**config.mk**
```make
export PLATFORM = sky130hd
export DESIGN_NAME = ship_placement_ctrl
export DESIGN_NICKNAME = d
export VERILOG_FILES = /design/src/rtl/ship_placement_ctrl.sv
export SDC_FILE = /design/constraint.sdc
export NUM_CORES = 1
export LEC_CHECK = 0
export BUFFER_PORTS_ARGS = -buffer_cell sky130_fd_sc_hd__buf_4
export CAP_MARGIN = 15
export CORE_UTILIZATION = 55
export CTS_CLUSTER_DIAMETER = 80
export DETAILED_ROUTE_END_ITERATION = 10
export MAX_ROUTING_LAYER = met4
export PLACE_DENSITY = 0.79
export SLEW_MARGIN = 20
export SYNTH_ARGS = -nofsm -noshare
export SYNTH_HDL_FRONTEND = slang
export SYNTH_SLANG_ARGS = --single-unit
```
**constraint.sdc**
```tcl
create_clock -name clk -period 4.75 [get_ports clk]
set_input_delay 0.95 -clock clk [delete_from_list [all_inputs] [get_ports clk]]
set_output_delay 0.95 -clock clk [all_outputs]
set_load 0.05 [all_outputs]
```
**src/rtl/ship_placement_ctrl.sv**
```systemverilog
// Ship placement controller: cursor movement, rotation, bounds/overlap
// checked placement of ships of length 1..N, and the board occupancy bitmap.
//
// Ports:
//   clk, rst                   - clock, synchronous active-low reset
//   ships_decided              - pulse: ship count confirmed
//   player_ship_amount_define  - ship count, valid with ships_decided
//   btn_up/down/left/right     - cursor move pulses
//   btn_rotate                 - toggle orientation pulse
//   btn_place                  - attempt placement pulse
//   cursor_row, cursor_col     - cursor cell
//   orientation                - 0 = horizontal (+col), 1 = vertical (+row)
//   cur_ship_len               - length of the ship being placed
//   ships_placed               - ships committed so far
//   board_mask                 - occupancy, bit = row*GRID_N+col
//   place_error                - pulse: placement rejected
//   placing_active             - high while placing or checking
//   finished_placing           - high once all ships are on the board

module ship_placement_ctrl #(
    parameter int GRID_N    = 5,
    parameter int MAX_SHIPS = 5,
    parameter int CW        = 3
) (
    input  logic                       clk,
    input  logic                       rst,
    input  logic                       ships_decided,
    input  logic [CW-1:0]              player_ship_amount_define,
    input  logic                       btn_up,
    input  logic                       btn_down,
    input  logic                       btn_left,
    input  logic                       btn_right,
    input  logic                       btn_rotate,
    input  logic                       btn_place,
    output logic [CW-1:0]              cursor_row,
    output logic [CW-1:0]              cursor_col,
    output logic                       orientation,
    output logic [CW-1:0]              cur_ship_len,
    output logic [CW-1:0]              ships_placed,
    output logic [GRID_N*GRID_N-1:0]   board_mask,
    output logic                       place_error,
    output logic                       placing_active,
    output logic                       finished_placing
);

    localparam int CELLS = GRID_N * GRID_N;
    localparam int IW    = $clog2(CELLS);
    localparam logic [CW-1:0] LAST  = CW'(GRID_N - 1);
    localparam logic [CW:0]   LASTX = (CW+1)'(GRID_N - 1);
    localparam logic [CW-1:0] MAXS  = CW'(MAX_SHIPS);

    typedef enum logic [1:0] {
        S_IDLE,
        S_PLACE,
        S_CHECK,
        S_DONE
    } state_t;

    state_t          state;
    state_t          state_n;
    logic [CW-1:0]   target;
    logic            decide_ok;
    logic [CW:0]     anchor;
    logic [CW:0]     end_pos;
    logic            in_bounds;
    logic [CELLS-1:0] footprint;
    logic            overlap;
    logic            place_ok;
    int              fr;
    int              fc;

    assign cur_ship_len     = ships_placed + CW'(1);
    assign placing_active   = (state == S_PLACE) || (state == S_CHECK);
    assign finished_placing = (state == S_DONE);

    assign decide_ok = ships_decided
                    && (player_ship_amount_define != '0)
                    && (player_ship_amount_define <= MAXS);

    // Bounds sum is one bit wider than the coordinates so it cannot wrap.
    assign anchor    = orientation ? {1'b0, cursor_row} : {1'b0, cursor_col};
    assign end_pos   = anchor + {1'b0, cur_ship_len} - (CW+1)'(1);
    assign in_bounds = (end_pos <= LASTX);

    // Cells falling off the board are dropped; in_bounds rejects those cases.
    always_comb begin
        footprint = '0;
        fr        = 0;
        fc        = 0;
        for (int k = 0; k < GRID_N; k++) begin
            if (k < int'(cur_ship_len)) begin
                fr = int'(cursor_row) + (orientation ? k : 0);
                fc = int'(cursor_col) + (orientation ? 0 : k);
                if (fr < GRID_N && fc < GRID_N) begin
                    footprint[IW'(fr * GRID_N + fc)] = 1'b1;
                end
            end
        end
    end

    assign overlap  = |(footprint & board_mask);
    assign place_ok = in_bounds && !overlap;

    always_ff @(posedge clk) begin
        if (!rst) begin
            state <= S_IDLE;
        end else begin
            state <= state_n;
        end
    end

    always_comb begin
        state_n = state;
        unique case (state)
            S_IDLE: begin
                if (decide_ok) begin
                    state_n = S_PLACE;
                end
            end
            S_PLACE: begin
                if (btn_place) begin
                    state_n = S_CHECK;
                end
            end
            S_CHECK: begin
                if (place_ok && (cur_ship_len == target)) begin
                    state_n = S_DONE;
                end else begin
                    state_n = S_PLACE;
                end
            end
            S_DONE: begin
                state_n = S_DONE;
            end
            default: begin
                state_n = S_IDLE;
            end
        endcase
    end

    always_ff @(posedge clk) begin
        if (!rst) begin
            cursor_row   <= '0;
            cursor_col   <= '0;
            orientation  <= 1'b0;
            ships_placed <= '0;
            board_mask   <= '0;
            place_error  <= 1'b0;
            target       <= '0;
        end else begin
            place_error <= 1'b0;
            unique case (state)
                S_IDLE: begin
                    if (decide_ok) begin
                        target       <= player_ship_amount_define;
                        board_mask   <= '0;
                        cursor_row   <= '0;
                        cursor_col   <= '0;
                        orientation  <= 1'b0;
                        ships_placed <= '0;
                    end
                end
                S_PLACE: begin
                    // One action per cycle; a saturated move still
                    // consumes the cycle and drops lower-priority pulses.
                    if (btn_place) begin
                        // cursor and orientation freeze for CHECK
                    end else if (btn_rotate) begin
                        orientation <= ~orientation;
                    end else if (btn_up) begin
                        if (cursor_row != '0) begin
                            cursor_row <= cursor_row - CW'(1);
                        end
                    end else if (btn_down) begin
                        if (cursor_row != LAST) begin
                            cursor_row <= cursor_row + CW'(1);
                        end
                    end else if (btn_left) begin
                        if (cursor_col != '0) begin
                            cursor_col <= cursor_col - CW'(1);
                        end
                    end else if (btn_right) begin
                        if (cursor_col != LAST) begin
                            cursor_col <= cursor_col + CW'(1);
                        end
                    end
                end
                S_CHECK: begin
                    if (place_ok) begin
                        board_mask   <= board_mask | footprint;
                        ships_placed <= ships_placed + CW'(1);
                    end else begin
                        place_error <= 1'b1;
                    end
                end
                S_DONE: begin
                end
                default: begin
                end
            endcase
        end
    end

endmodule

```
==> results of run 1 <==
-- logic make-up (layout without fill, tap and decap cells) --
kind of cell / after synthesis / count (layout)
mux: 11 / 11
xor+xnor: 39 / 39
compound gates: 132 / 132
flops: 41 / 41
fa+ha+maj: 66 / 66
buf+inv: 69 / 145
simple gates: 225 / 225
-- metrics by stage --
| step | hold slack, ns | std cells |
|---|---|---|
| after detailed placement | 0.4486 | 752 |
| final | 0.4674 | 764 |
| after global routing | 0.4887 | 764 |
| after floorplan | 0.5060 | 583 |
| after global placement | 0.4447 | 752 |
| after CTS | 0.4709 | 762 |
-- timing repair --
item                                    in CTS  in global routing
gates cloned                                 0                  0
setup buffers                                2                  2
pin swaps                                    0                  3
endpoints found under the setup margin      20                 20
resized for setup                            4                 20
-- report_power, final --
part	internal [mW]	total (mW)	switching (mW)	leakage, nW
logic	0.346	0.954	0.609	2.22
clock network	0.158	0.295	0.137	0.0585
registers	0.358	0.378	0.0199	0.334
total	0.862	1.63	0.766	2.61
-- state kept, by name, indices dropped and copies added, names as in the netlist --
| signal | count |
|---|---|
| cursor_col | 3 |
| cursor_row | 3 |
| state | 2 |
| ships_placed | 3 |
| orientation | 1 |
| board_mask | 25 |
| target | 3 |
| place_error | 1 |
-- area by class of cell --
class	count	area (um2)	area share [%]
well taps	105	131.4	2.334
multi-input cells	473	3701	65.75
repair buffers	86	661.9	11.76
flip-flops and latches	41	830.8	14.76
clock inverters	3	43.79	0.7780
inverters	51	191.4	3.401
clock buffers	5	68.82	1.222
-- layer usage --
layer	vias up	GRT usage [%]	wire [um]
met2	191	58.70	7203
met5	-	-	0
li1	2274	-	-
met4	0	10.13	262
met3	26	3.140	860
met1	2343	44.95	6542
-- worst max path at each step --
stage / end / slack, ns / depth (start not counted)
2_1_floorplan: ships_placed[1]$_SDFFE_PN0P_ / 0.03 / 18
3_3_place_gp: board_mask[15]$_SDFFE_PN0P_ / -0.20 / 18
3_5_place_dp: board_mask[13]$_SDFFE_PN0P_ / -0.25 / 18
4_1_cts: ships_placed[1]$_SDFFE_PN0P_ / 0.006 / 18
5_1_grt: ships_placed[2]$_SDFFE_PN0P_ / 0.003 / 19
6_report: ships_placed[1]$_SDFFE_PN0P_ / 0.14 / 17
-- cells in the mapped netlist, drive strengths merged, types with 6 or more instances --
cell / n / area, um2
a21boi: 6 / 45.04
a21o: 7 / 52.55
a21oi: 18 / 93.84
a31oi: 7 / 43.79
and2: 23 / 143.9
and3: 19 / 120.1
buf: 6 / 41.28
clkbuf: 12 / 45.04
dfxtp: 41 / 820.8
fa: 13 / 260.3
ha: 53 / 663.1
inv: 51 / 191.4
mux2i: 10 / 100.1
nand2: 51 / 191.4
nand2b: 10 / 62.56
nand3: 26 / 130.1
nand4: 9 / 56.30
nor2: 31 / 116.4
nor2b: 8 / 50.05
nor3: 13 / 65.06
nor4: 16 / 115.1
o21ai: 38 / 227.7
xnor2: 16 / 158.9
xor2: 21 / 183.9
==> impl_metrics.json, run 1 <==
{
  "synthToLayoutAreaGrowth_pct": 19.88,
  "setup_slack_of_the_worst_register_to_register_path_ns": 0.14,
  "timing.clock.skew_ns": 0.01221,
  "gp_routability_congestion": 0.9651,
  "synth_top_family_by_area": "simple AND/OR/NAND/NOR gates",
  "synth-seq-cells": 41,
  "worst_path_dominant_cell_family": "adder cells",
  "placement.io_buffers": 52,
  "floorplan.die.height_um": 94.40,
  "final_cell_mix": "sky130_fd_sc_hd__buf_4 (84), sky130_fd_sc_hd__nand2_1 (51), sky130_fd_sc_hd__inv_1 (50)",
  "reg2reg_depth": 17,
  "number_of_buffers_created_by_cts": 5,
  "post_layout_util_pct": 68.17,
  "overflow": 0,
  "synthAdderAreaFrac_pct": 19.66,
  "antenna_cells_inserted": 0,
  "cp_data_arrival_time_ns": 4.85,
  "hold_viol_final": 0,
  "timing.critical_path.from": "orientation$_SDFFE_PN0P_",
  "routedWlPerCell_um": 19.46,
  "cp_data_required_time_ns": 4.99,
  "worst-slew-pin-transition_ns": 0.8433,
  "synth.yosys.warnings": 0,
  "first_pass_iters": 5,
  "setup_viol": 0,
  "critical_path.reg2reg.endpoint": "ships_placed[1]$_SDFFE_PN0P_",
  "critPathBufInv": 4,
  "die_width_um": 94.40,
  "routed-via-count": 4834,
  "max_stage_delay_ns": 0.50,
  "hold_path_class": "reg -> reg",
  "cts-root-buf": "sky130_fd_sc_hd__clkbuf_8",
  "rsz0062_at_grt": "no",
  "status": "completed",
  "drc": 0,
  "h-tree-depth": 2,
  "grt_first_pass_wirelength_mm": 23.45,
  "post_synth_and_or_nand_nor_area_fraction_pct": 25.82,
  "area_share_of_xor_xnor_cells_in_the_synthesized_design_pct": 8.260,
  "cts.hold.buffers_added": 0,
  "antenna_found_initial": 0,
  "worst_setup_hold_path_clk_slew_ns": 0.09,
  "initial_core_util_pct": 56.86,
  "number_of_synthesized_flops_with_an_enable_pin": 0,
  "peakVddDrop_uv": 265.2,
  "timing.max_slew.rel_slack_pct": 42.33,
  "place_area_um2": 5366,
  "max-clock-path-buffers": 2,
  "layout.cells.most_common": "sky130_fd_sc_hd__buf_4",
  "syn_area_um2": 4696,
  "layout.cell_area.non_filler_um2": 5629,
  "cp_common_cell": "sky130_fd_sc_hd__inv_1",
  "synth-main-ff-cell": "sky130_fd_sc_hd__dfxtp_1",
  "vias_per_cell": 6.327,
  "start_kind": "flip-flop",
  "pre_cts_ws_ns": -0.2454,
  "number_of_cell_rows": 33,
  "route.antenna.remaining_nets": 0,
  "final_nets": 736,
  "postSynthCellCount": 583,
  "io_pins": 53,
  "setup-tns-final_ns": 0,
  "drt_iter0_drc": 329,
  "cp_cell_sequence": "ha_2, a31o_2, ha_1, inv_1, fa_1, inv_1, ha_4, a21oi_2, xnor3_2, buf_4, and3_1, o41a_1, a2111o_1, nor4_4, buf_6, mux2_2, a21boi_1",
  "cts.sinks": 41,
  "powerDensity_nw_per_um2": 289.1,
  "design_power_total_mw": 1.628,
  "timing.max_cap.violations": 0,
  "endpoint_kind": "flip-flop",
  "post_synth_mux_area_share_pct": 2.371,
  "timing.final.max_slew_violations": 0,
  "ys_async_sr_fraction_pct": 0,
  "syn_nets": 661,
  "synth.avg_cell_area_um2": 8.054,
  "number_of_global_route_vias_before_repair": 4647,
  "drive_above_1_share_pct": 22.15,
  "worst_hold_startpoint": "board_mask[24]$_SDFFE_PN0P_",
  "cp_slowest_cell": "sky130_fd_sc_hd__fa_1",
  "coreArea_um2": 8258,
  "min_delay_path_depth": 1,
  "final.fill_count": 680,
  "finalWorstSetupSlack_ns": 0.1378,
  "wirelength_mm": 14.87,
  "synth.distinct_cells": 70,
  "final.period_utilization_pct": 97.10,
  "maximum_fanout_count_along_the_critical_path": 8,
  "synth-compound-area-share_pct": 20.49,
  "finalWorstPathRequiredPeriod_ns": 4.612,
  "groute.usage.overall_pct": 35.08,
  "post-dp-hpwl_mm": 11.94,
  "largest_net_degree_at_the_start_of_global_routing": 26,
  "rr_startpoint": "orientation$_SDFFE_PN0P_",
  "setup.worst_path.class": "reg -> reg",
  "sequential_area_share_after_synthesis_pct": 17.48,
  "insertion_delay_ns": 0.30,
  "fmax_mhz": 216.8,
  "leakage_nw": 2.611,
  "cts_tree": "built",
  "whs_endpoint": "board_mask[24]$_SDFFE_PN0P_",
  "fp.dieArea_um2": 8911
}
(Power assumes the default switching activity.)
==> run 2, diff against run 1 <==
- SETUP_SLACK_MARGIN: unset -> 0.2
==> impl_metrics.json, run 2 (same netlist as run 1, synthesis figures left out) <==
{
  "final_cell_mix": "sky130_fd_sc_hd__buf_4 (82), sky130_fd_sc_hd__nand2_1 (51), sky130_fd_sc_hd__inv_1 (47)",
  "cts.hold.buffers_added": 0,
  "whs_endpoint": "board_mask[17]$_SDFFE_PN0P_",
  "sw_frac_of_total_pct": 46.55,
  "post-dp-hpwl_mm": 12.12,
  "overflow": 0,
  "cp_data_required_time_ns": 4.99,
  "routed-via-count": 4953,
  "reg2reg_depth": 17,
  "route.top_layer_used": "met4",
  "drive_above_1_share_pct": 26.82,
  "route.met2.wl_mm": 7.738,
  "setup_slack_of_the_worst_register_to_register_path_ns": 0.20,
  "h-tree-depth": 2,
  "endpoint_kind": "flip-flop",
  "cp_data_arrival_time_ns": 4.79,
  "fp.dieArea_um2": 8911,
  "number_of_cell_rows": 33,
  "drc": 0,
  "grt_first_pass_wirelength_mm": 23.64,
  "peakVddDrop_uv": 206.2,
  "antenna_found_initial": 0,
  "design_power_total_mw": 1.725,
  "worst-slew-pin-transition_ns": 0.9382,
  "timing.max_cap.violations": 0,
  "hold_viol_final": 0,
  "cell_internal_pwr_uw": 921.8,
  "synthToLayoutAreaGrowth_pct": 26.38,
  "hold_path_class": "reg -> reg",
  "timing.clock.skew_ns": 0.008184,
  "layout.cells.most_common": "sky130_fd_sc_hd__buf_4",
  "initial_core_util_pct": 56.86,
  "wirelength_mm": 15.77,
  "leakage_nw": 2.684,
  "placement.io_buffers": 52,
  "largest_register_ffs": 25,
  "critical_path.reg2reg.endpoint": "ships_placed[1]$_SDFFE_PN0P_",
  "setup_viol": 0,
  "largest_net_degree_at_the_start_of_global_routing": 26,
  "floorplan.die.height_um": 94.40,
  "finalWorstPathRequiredPeriod_ns": 4.546,
  "route.antenna.remaining_nets": 0,
  "hold-worst-slack_ns": 0.4731,
  "worst_setup_hold_path_clk_slew_ns": 0.09,
  "vias_per_cell": 6.475,
  "post_layout_util_pct": 71.86,
  "coreArea_um2": 8258,
  "timing.max_slew.rel_slack_pct": 37.08,
  "registers.top_by_ff_count": "board_mask",
  "seq_power_share_pct": 22.0,
  "insertion_delay_ns": 0.30,
  "first_pass_iters": 6,
  "routedWlPerCell_um": 20.62,
  "max-clock-path-buffers": 2,
  "detail_route.wirelength.met1_mm": 6.500,
  "final_nets": 737,
  "wire_length_on_met3_mm": 1.141,
  "powerDensity_nw_per_um2": 290.6,
  "gate_power_share_pct": 61.0,
  "rsz0062_at_grt": "yes",
  "rr_startpoint": "orientation$_SDFFE_PN0P_",
  "cts-root-buf": "sky130_fd_sc_hd__clkbuf_8",
  "drt_iter0_drc": 403,
  "start_kind": "flip-flop",
  "maximum_fanout_count_along_the_critical_path": 6,
  "number_of_buffers_created_by_cts": 5,
  "clock_power_share_pct": 17.0,
  "cts.sinks": 41,
  "p_switching_uw": 802.9,
  "timing.final.max_slew_violations": 0,
  "final.period_utilization_pct": 95.70,
  "fmax_mhz": 220.0,
  "io_pins": 53,
  "antenna_cells_inserted": 0,
  "gp_routability_congestion": 0.9894,
  "number_of_global_route_vias_before_repair": 4565,
  "min_delay_path_depth": 1,
  "die_width_um": 94.40,
  "groute.usage.overall_pct": 35.86,
  "worst_hold_startpoint": "board_mask[17]$_SDFFE_PN0P_",
  "setup.worst_path.class": "reg -> reg",
  "cts_tree": "built",
  "status": "completed"
}
## run 2: per-stage QoR
| step | setup WS, ns | area [um2] | std cells | TNS (ns) |
|---|---|---|---|---|
| after detailed placement | -0.09251 | 5355 | 745 | -0.6054 |
| after floorplan | 0.2089 | 4735 | 583 | 0 |
| after global placement | -0.006658 | 5355 | 745 | -0.006658 |
| final | 0.2041 | 5934 | 765 | 0 |
| after global routing | 0.08423 | 5934 | 765 | 0 |
| after CTS | 0.2110 | 5599 | 758 | 0 |
## run 2: worst max path at each step
stage / to / start / depth (start not counted)
2_1_floorplan: ships_placed[1]$_SDFFE_PN0P_ / orientation$_SDFFE_PN0P_ / 18
3_3_place_gp: ships_placed[1]$_SDFFE_PN0P_ / orientation$_SDFFE_PN0P_ / 19
3_5_place_dp: board_mask[4]$_SDFFE_PN0P_ / orientation$_SDFFE_PN0P_ / 20
4_1_cts: board_mask[12]$_SDFFE_PN0P_ / orientation$_SDFFE_PN0P_ / 19
5_1_grt: board_mask[13]$_SDFFE_PN0P_ / orientation$_SDFFE_PN0P_ / 17
6_report: ships_placed[1]$_SDFFE_PN0P_ / orientation$_SDFFE_PN0P_ / 17
## run 2: cell type report
type | instances | area, um2
Timing Repair Buffer | 86 | 691.9
Tap cell | 105 | 131.4
Sequential cell | 41 | 835.8
Inverter | 51 | 193.9
Clock buffer | 5 | 68.82
Clock inverter | 3 | 43.79
Multi-Input combinational cell | 474 | 3969
Fill cell | 634 | 2323
## run 2: repair_timing
item,4_1_cts,5_1_grt
resized for setup,17,47
endpoints found under the setup margin,20,20
cloned,1,1
pin swaps,7,8
buffers inserted,4,6
## run 2: power groups by stage
stage	clock (mW)	combinational [mW]	sequential [mW]
after global routing	0.307	1.13	0.382
after floorplan	0	0.603	0.413
after global placement	0	0.877	0.384
final	0.293	1.05	0.380
after detailed placement	0	0.895	0.385
after CTS	0.295	0.924	0.377
## run 2: critical path: stages (launching register included)
cell and delay, ns:
sky130_fd_sc_hd__dfxtp_4 0.42, sky130_fd_sc_hd__ha_4 0.25, sky130_fd_sc_hd__buf_4 0.14, sky130_fd_sc_hd__ha_1 0.32, sky130_fd_sc_hd__fa_1 0.49, sky130_fd_sc_hd__ha_1 0.37, sky130_fd_sc_hd__a21oi_1 0.27, sky130_fd_sc_hd__xor2_1 0.24
sky130_fd_sc_hd__buf_4 0.17, sky130_fd_sc_hd__nor3_1 0.09, sky130_fd_sc_hd__a32o_1 0.32, sky130_fd_sc_hd__a221oi_2 0.27, sky130_fd_sc_hd__o2111ai_1 0.21, sky130_fd_sc_hd__nor4_4 0.26, sky130_fd_sc_hd__buf_6 0.15, sky130_fd_sc_hd__buf_12 0.10
sky130_fd_sc_hd__mux2_4 0.29, sky130_fd_sc_hd__a21boi_2 0.11
## run 2: layer usage
metal  track usage, %  vias to the layer above
li1                 -                     2274
met1            44.22                     2419
met2            61.78                      219
met3            4.428                       41
met4            9.231                        0
met5                -                        -
